File: config.mk
export PLATFORM = sky130hd
export DESIGN_NAME = seg7_display_ctrl_flat
export DESIGN_NICKNAME = d
export VERILOG_FILES = /design/src/rtl/seg7_display_ctrl_if.sv /design/src/rtl/seg7_display_ctrl.sv /design/src/flat_wrapper.sv
export SDC_FILE = /design/constraint.sdc
export NUM_CORES = 1
export LEC_CHECK = 0
export CAP_MARGIN = 20
export CORE_UTILIZATION = 50
export DETAILED_ROUTE_END_ITERATION = 6
export PLACE_DENSITY = 0.73
export RECOVER_POWER = 100
export SKIP_CTS_REPAIR_TIMING = 1
export SLEW_MARGIN = 15
export SYNTH_ARGS = -nofsm -noshare
export SYNTH_HDL_FRONTEND = slang
export SYNTH_SLANG_ARGS = --single-unit
File: constraint.sdc
create_clock -name clk -period 1.9 [get_ports clk]
set_input_delay 0.38 -clock clk [delete_from_list [all_inputs] [get_ports clk]]
set_output_delay 0.38 -clock clk [all_outputs]
set_load 0.02 [all_outputs]
File: src/rtl/seg7_display_ctrl_if.sv
// ----------------------------------------------------------------------------
// seg7_display_ctrl_if
//   Digit handshake between the seconds counter (source) and the 7-segment
//   display controller (sink). A digit moves on a rising clock edge where
//   digit_valid and digit_ready are both high. The source must hold
//   digit_in stable until that edge.
//
//   Signals
//     digit_in     4  BCD digit, 10..15 shows as blank
//     digit_valid  1  digit_in carries a digit this cycle
//     digit_ready  1  sink can take a digit this cycle
//
//   Modports
//     master : source side (drives digit_in / digit_valid)
//     slave  : sink side   (drives digit_ready)
// ----------------------------------------------------------------------------
interface seg7_display_ctrl_if;

    logic [3:0] digit_in;
    logic       digit_valid;
    logic       digit_ready;

    modport master (
        output digit_in,
        output digit_valid,
        input  digit_ready
    );

    modport slave (
        input  digit_in,
        input  digit_valid,
        output digit_ready
    );

endinterface : seg7_display_ctrl_if

File: src/rtl/seg7_display_ctrl.sv
// ----------------------------------------------------------------------------
// seg7_display_ctrl
//   Display stage behind the seconds counter. Takes one BCD digit per
//   handshake and drives a single 7-segment digit with these features:
//     - PWM brightness: each frame has 8 phases of PWM_DIV clocks. The digit
//       is lit while phase <= brightness.
//     - optional blink: the display goes dark on alternate blink half-periods.
//       Each half-period lasts BLINK_FRAMES PWM frames.
//     - anti-ghost blanking: the display is forced dark for BLANK_CYCLES
//       clocks after each accepted digit. No new digit is taken in that time.
//     - decimal-point flash: dp stays high for DP_HOLD clocks after each
//       accepted digit. A new digit restarts the flash.
//
//   Parameters
//     PWM_DIV       clocks per PWM phase (>= 1)
//     BLANK_CYCLES  dark clocks after each accepted digit (>= 1)
//     BLINK_FRAMES  PWM frames per blink half-period (>= 1)
//     DP_HOLD       clocks dp stays high after each accepted digit (>= 1)
//
//   Ports
//     clk          in   system clock
//     reset        in   asynchronous, active-high reset
//     digit_if     -    handshake (slave): digit_in, digit_valid, digit_ready
//     brightness   in   3-bit duty select, lit for (brightness+1)/8 of a frame
//     blink_en     in   1 = blink the display
//     segments     out  registered, active-high, bit0 = a .. bit6 = g
//     dp           out  registered decimal point, active-high
// ----------------------------------------------------------------------------
module seg7_display_ctrl #(
    parameter int unsigned PWM_DIV      = 16,
    parameter int unsigned BLANK_CYCLES = 4,
    parameter int unsigned BLINK_FRAMES = 64,
    parameter int unsigned DP_HOLD      = 1024
) (
    input  logic                      clk,
    input  logic                      reset,
    seg7_display_ctrl_if.slave        digit_if,
    input  logic [2:0]                brightness,
    input  logic                      blink_en,
    output logic [6:0]                segments,
    output logic                      dp
);

    // ------------------------------------------------------------------------
    // Counter widths. Each counter is at least one bit wide, so a parameter
    // value of 1 still gives a legal vector.
    // ------------------------------------------------------------------------
    localparam int PRE_W = (PWM_DIV      > 1) ? $clog2(PWM_DIV)      : 1;
    localparam int BLK_W = (BLANK_CYCLES > 1) ? $clog2(BLANK_CYCLES) : 1;
    localparam int FRM_W = (BLINK_FRAMES > 1) ? $clog2(BLINK_FRAMES) : 1;
    localparam int DPT_W = $clog2(DP_HOLD + 1);

    localparam logic [PRE_W-1:0] PRE_LAST  = PRE_W'(PWM_DIV - 1);
    localparam logic [BLK_W-1:0] BLK_LOAD  = BLK_W'(BLANK_CYCLES - 1);
    localparam logic [FRM_W-1:0] FRM_LAST  = FRM_W'(BLINK_FRAMES - 1);
    localparam logic [DPT_W-1:0] DPT_LOAD  = DPT_W'(DP_HOLD);
    localparam logic [2:0]       PHASE_MAX = 3'd7;

    // FSM encoding
    localparam logic [0:0] ST_SHOW  = 1'b0;
    localparam logic [0:0] ST_BLANK = 1'b1;

    // Value held for a blank display, also loaded at reset
    localparam logic [3:0] DIGIT_BLANK = 4'hF;

    // ------------------------------------------------------------------------
    // BCD to 7-segment decode, active-high, bit0 = a .. bit6 = g.
    // Codes 10..15 are not BCD digits and decode to all segments off.
    // ------------------------------------------------------------------------
    function automatic logic [6:0] decode(input logic [3:0] d);
        case (d)
            4'd0:    decode = 7'h3F;
            4'd1:    decode = 7'h06;
            4'd2:    decode = 7'h5B;
            4'd3:    decode = 7'h4F;
            4'd4:    decode = 7'h66;
            4'd5:    decode = 7'h6D;
            4'd6:    decode = 7'h7D;
            4'd7:    decode = 7'h07;
            4'd8:    decode = 7'h7F;
            4'd9:    decode = 7'h6F;
            default: decode = 7'h00;
        endcase
    endfunction

    // ------------------------------------------------------------------------
    // State
    // ------------------------------------------------------------------------
    logic [0:0]       state;
    logic [3:0]       held_digit;
    logic [BLK_W-1:0] blank_cnt;
    logic [DPT_W-1:0] dp_timer;

    logic [PRE_W-1:0] pre_cnt;
    logic [2:0]       phase;
    logic [FRM_W-1:0] frame_cnt;
    logic             blink_phase;

    logic             xfer;
    logic             pre_wrap;
    logic             frame_wrap;
    logic             pwm_on;
    logic             blink_off;
    logic [6:0]       seg_next;

    // digit_ready depends only on the FSM state, so it never forms a
    // combinational path back to digit_valid.
    assign digit_if.digit_ready = (state == ST_SHOW);
    assign xfer                 = digit_if.digit_valid && digit_if.digit_ready;

    // ------------------------------------------------------------------------
    // Handshake FSM, held digit and blanking counter.
    // SHOW accepts a digit and moves to BLANK for exactly BLANK_CYCLES clocks.
    // The counter is loaded with BLANK_CYCLES-1. BLANK leaves on the clock
    // where the counter is already zero.
    // ------------------------------------------------------------------------
    // NOTE: sequential state is updated only with non-blocking assignments,
    // so every register samples values from before the edge, whatever the
    // order of the statements.
    always_ff @(posedge clk or posedge reset) begin
        if (reset) begin
            state      <= ST_SHOW;
            held_digit <= DIGIT_BLANK;
            blank_cnt  <= '0;
        end else begin
            case (state)
                ST_SHOW: begin
                    if (xfer) begin
                        state      <= ST_BLANK;
                        held_digit <= digit_if.digit_in;
                        blank_cnt  <= BLK_LOAD;
                    end
                end
                ST_BLANK: begin
                    if (blank_cnt == '0) begin
                        state <= ST_SHOW;
                    end else begin
                        blank_cnt <= blank_cnt - BLK_W'(1);
                    end
                end
                default: begin
                    state <= ST_SHOW;
                end
            endcase
        end
    end

    // ------------------------------------------------------------------------
    // Decimal-point timer. Every accepted digit reloads the timer, even while
    // it is still running, so back-to-back digits keep dp high without a gap.
    // Once the timer reaches zero it stays at zero.
    // ------------------------------------------------------------------------
    always_ff @(posedge clk or posedge reset) begin
        if (reset) begin
            dp_timer <= '0;
        end else if (xfer) begin
            dp_timer <= DPT_LOAD;
        end else if (dp_timer != '0) begin
            dp_timer <= dp_timer - DPT_W'(1);
        end
    end

    // ------------------------------------------------------------------------
    // PWM timebase. It runs freely and accepted digits do not restart it, so
    // the duty cycle is not disturbed by the digit rate.
    // ------------------------------------------------------------------------
    assign pre_wrap   = (pre_cnt == PRE_LAST);
    assign frame_wrap = pre_wrap && (phase == PHASE_MAX);

    always_ff @(posedge clk or posedge reset) begin
        if (reset) begin
            pre_cnt <= '0;
            phase   <= '0;
        end else begin
            if (pre_wrap) begin
                pre_cnt <= '0;
                phase   <= phase + 3'd1;   // wraps 7 -> 0 by width
            end else begin
                pre_cnt <= pre_cnt + PRE_W'(1);
            end
        end
    end

    // ------------------------------------------------------------------------
    // Blink timebase. It counts whole PWM frames and flips blink_phase every
    // BLINK_FRAMES frames. The display is dark while blink_phase is high.
    // ------------------------------------------------------------------------
    always_ff @(posedge clk or posedge reset) begin
        if (reset) begin
            frame_cnt   <= '0;
            blink_phase <= 1'b0;
        end else if (frame_wrap) begin
            if (frame_cnt == FRM_LAST) begin
                frame_cnt   <= '0;
                blink_phase <= ~blink_phase;
            end else begin
                frame_cnt <= frame_cnt + FRM_W'(1);
            end
        end
    end

    // ------------------------------------------------------------------------
    // Output gating. brightness = 7 gives phase <= 7 on every phase, so the
    // display is always lit. brightness and blink_en are used as they are,
    // with no glitch filtering. A change shows up in the next registered
    // segment value.
    // ------------------------------------------------------------------------
    assign pwm_on    = (phase <= brightness);
    assign blink_off = blink_en && blink_phase;

    // NOTE: a combinational block assigns its output a default before any
    // condition, so that no path through it can infer a latch.
    always_comb begin
        seg_next = 7'h00;
        if ((state == ST_SHOW) && pwm_on && !blink_off) begin
            seg_next = decode(held_digit);
        end
    end

    // Registered pins. Segments and dp follow state, PWM and the timers one
    // clock later. Reset drives both pins low at once.
    always_ff @(posedge clk or posedge reset) begin
        if (reset) begin
            segments <= 7'h00;
            dp       <= 1'b0;
        end else begin
            segments <= seg_next;
            dp       <= (dp_timer != '0);
        end
    end

endmodule : seg7_display_ctrl
File: src/flat_wrapper.sv
// flat-port wrapper written by rule: the top's interface ports become plain ports
module seg7_display_ctrl_flat 
#(
    parameter int unsigned PWM_DIV      = 16,
    parameter int unsigned BLANK_CYCLES = 4,
    parameter int unsigned BLINK_FRAMES = 64,
    parameter int unsigned DP_HOLD      = 1024
)
  (clk, reset, brightness, blink_en, segments, dp, digit_if_digit_in, digit_if_digit_valid, digit_if_digit_ready);
  seg7_display_ctrl_if digit_if_i ();
  input  logic clk;
  input  logic reset;
  input  logic [2:0] brightness;
  input  logic blink_en;
  output logic [6:0] segments;
  output logic dp;
  input wire logic [$bits(digit_if_i.digit_in)-1:0] digit_if_digit_in;
  input wire logic [$bits(digit_if_i.digit_valid)-1:0] digit_if_digit_valid;
  output wire logic [$bits(digit_if_i.digit_ready)-1:0] digit_if_digit_ready;
  assign digit_if_i.digit_in = digit_if_digit_in;
  assign digit_if_i.digit_valid = digit_if_digit_valid;
  assign digit_if_digit_ready = digit_if_i.digit_ready;
  seg7_display_ctrl #(.PWM_DIV(PWM_DIV), .BLANK_CYCLES(BLANK_CYCLES), .BLINK_FRAMES(BLINK_FRAMES), .DP_HOLD(DP_HOLD)) u_core (.clk(clk), .reset(reset), .digit_if(digit_if_i), .brightness(brightness), .blink_en(blink_en), .segments(segments), .dp(dp));
endmodule
==> out/metrics.yaml <==
routing:
  drt-total-wl_um: 3590
  drt-met1-wl_um: 1550
  post_drt_wl_per_cell_um: 13.3
  vias_per_cell: 5.42
  drc: 0
  top_layer_used: "met4"
  vias: 1459
  ant_nets: 0
  drtIter0Drc: 46
  met3WireLength_um: 115
  wl_met2_um: 1890
  dr.pass1.iters: 4
worst_setup_path:
  crit_path_cell_trace: "inv_1, clkdlybuf4s50_1"
  cp.arrival_ns: 1.41
  max_stage_delay_ns: 0.59
  critical_path_class: "flop to output port"
  cpMaxStageDelayCell: "clkdlybuf4s50_1"
  end_kind: "output port"
  startpoint_type: "flop"
  crit_required_ns: 1.52
  crit_fanout: 7
clock_network:
  cts_tree: "built"
  cts_max_level: 2
  numCtsBuffers: 5
  clkTransAtPathRegs_ns: 0.07
  max-clock-path-buffers: 2
  ctsRootBufferMaster: "clkbuf_8"
  cts_sinks: 40
  clk_latency_ns: 0.28
power_and_ir_drop:
  p_sw_mw: 1.19
  p_seq_frac: 0.439
  p_leak_nw: 1.11
  p_int_mw: 1.94
  combPwrFrac: 0.396
  swShare: 0.381
  peakVddDrop_v: 0.000696
  p_clk_frac: 0.165
  pwr_density_cell_nw_per_um2: 1320
floorplanning:
  die_area_um2: 4310
  die_h_um: 65.7
  die_w_um: 65.7
  io_pins: 20
  start_util: 0.537
  core_um2: 3770
  core.rowCount: 22
synthesis:
  synthFlopType: "dfrtp_1"
  synth_top_area_cell: "dfrtp_1"
  async_flop_share: 1.00
  yosysUniqueCellTypes: 41
  synth_top_area_share: 0.445
  yosys_register_bits: 40
  yosys_warnings: 0
  synth_fp_nets: 222
  seq_area_frac_synth: 0.497
  netlist_instances: 197
  syn-cell-area_um2: 2030
  avgSynthCellArea_um2: 10.3
  synth-edff-count: 0
  synth_area_leaders: "dfrtp_1 44%, ha_1 8.6%, dfstp_2 5.2%"
outcome:
  status: "finished clean"
place:
  gp_congestion: 0.787
  port_buffers: 19
  dp_cells: 262
  dp_hpwl_um: 2640
final_layout:
  most-common-layout-cells: "36 x dfrtp_1, 20 x nor2_1, 18 x inv_1"
  nNetsFinal: 246
  drive_gt1_frac: 0.0995
  n_fill_cell: 298
  layout-area-overhead-vs-synth_pct: 16.8
  final_common_cell: "dfrtp_1"
  antenna-diode-count: 0
  fin_util: 0.627
  final_cells: 269
global_route:
  grt_pass1_vias: 1438
  grt_pass1_wl_um: 6330
  track_usage: 0.195
  overflow: 0
  antenna_found_initial: 0
  grt_start_max_net_pins: 41
sta:
  maxSlewHeadroom: 0.354
  grt_setup_unrepaired: "no"
  timing.fmax_mhz: 557
  period_minus_slack_ns: 1.79
  period_share: 0.944
  setup_viol: 0
  skew_ns: 0.00775
  final_max_slew_viol_count: 0
  tightest_slew_ns: 0.969
  final_hold_viol_count: 0
job:
  drv_cap: 0
worst_hold_path:
  hp-class: "flop to flop"
==> sequential cells by signal, indices dropped and copies added (netlist names) <==
signal,flops
u_core.held_digit,4
u_core.frame_cnt,6
u_core.blink_phase,1
u_core.segments,7
u_core.pre_cnt,4
u_core.state,1
u_core.phase,3
u_core.dp_timer,11
u_core.blank_cnt,2
u_core.dp,1
==> critical path, delay by kind of cell, from the launching register on <==
kind | cells | cell delay [ns]
flops | 1 | 0.46
buf+inv | 2 | 0.67
==> metrics by stage <==
step           hold WS, ns  setup TNS (ns)  setup WS (ns)  power (mW)  cell area, um2
6_report             0.465               0          0.106        3.13            2370
5_1_grt              0.493               0         0.0338        3.36            2370
4_1_cts              0.470               0         0.0878        3.17            2370
3_5_place_dp         0.456          -0.772         -0.125        2.65            2290
3_3_place_gp         0.460          -0.278        -0.0431        2.56            2290
2_1_floorplan        0.439               0          0.193        2.26            2030
==> power by group through the flow <==
stage               Sequential (mW)  Combinational, mW  Clock, mW
CTS                            1.36               1.28      0.539
finish                         1.37               1.24      0.517
global placement               1.36               1.20          0
floorplan                      1.37              0.889          0
global route                   1.40               1.38      0.576
detailed placement             1.38               1.27          0
==> synth_stat cells (2+ instances only) <==
| master | count |
|---|---|
| dfrtp_1 | 36 |
| nand3_1 | 6 |
| nor2b_1 | 2 |
| a22oi_1 | 2 |
| nand2_1 | 14 |
| dfstp_2 | 4 |
| o21ai_0 | 12 |
| and3_1 | 2 |
| mux2i_1 | 3 |
| nand4_1 | 3 |
| a31oi_1 | 2 |
| a211oi_2 | 2 |
| ha_1 | 14 |
| xor2_1 | 3 |
| mux2_2 | 2 |
| inv_1 | 18 |
| clkbuf_1 | 5 |
| nand2b_1 | 2 |
| a21oi_1 | 15 |
| nor2_1 | 20 |
| nor3_1 | 4 |
| xnor2_1 | 7 |
==> cell type report <==
cell class,instances,area [um2],share of cell area
flip-flops and latches,40,1010,0.425
clock inverters,1,5.00,0.00212
well taps,48,60.1,0.0254
inverters,18,67.6,0.0286
multi-input cells,134,932,0.394
clock buffers,6,72.6,0.0307
repair buffers,22,223,0.0941
==> metal layers <==
metal,up-vias,track usage
met3,4,0.0417
met4,0,0.0734
met5,-,0
met2,28,0.342
li1,720,-
met1,707,0.233
==> worst paths after layout <==
kind                            cells past startpoint                    to                 from  slack (ns)
worst max-delay path                                2  digit_if_digit_ready         u_core.state        0.11
min in group asynchronous                           3    u_core.dp_timer[8]                reset        0.83
max in group asynchronous                           3   u_core.frame_cnt[1]                reset        0.47
worst min register to register                      1   u_core.frame_cnt[4]  u_core.frame_cnt[4]        0.46
worst max register to register                      6    u_core.dp_timer[6]   u_core.dp_timer[0]        0.15
worst min-delay path                                1   u_core.frame_cnt[4]  u_core.frame_cnt[4]        0.46
==> cells by family (layout without fill, tap and decap cells) <==
kind of cell,Yosys count,in the layout,synth area share
muxes,5,5,0.0259
DFF,40,40,0.497
buffers and inverters,23,47,0.0426
xor gates and xnor gates,10,10,0.0432
AOI/OAI and AO/OA,43,43,0.135
adders and majority gates,14,14,0.0865
and+or+nand+nor,62,62,0.170
Note: power is estimated with default switching activity, not from simulation.
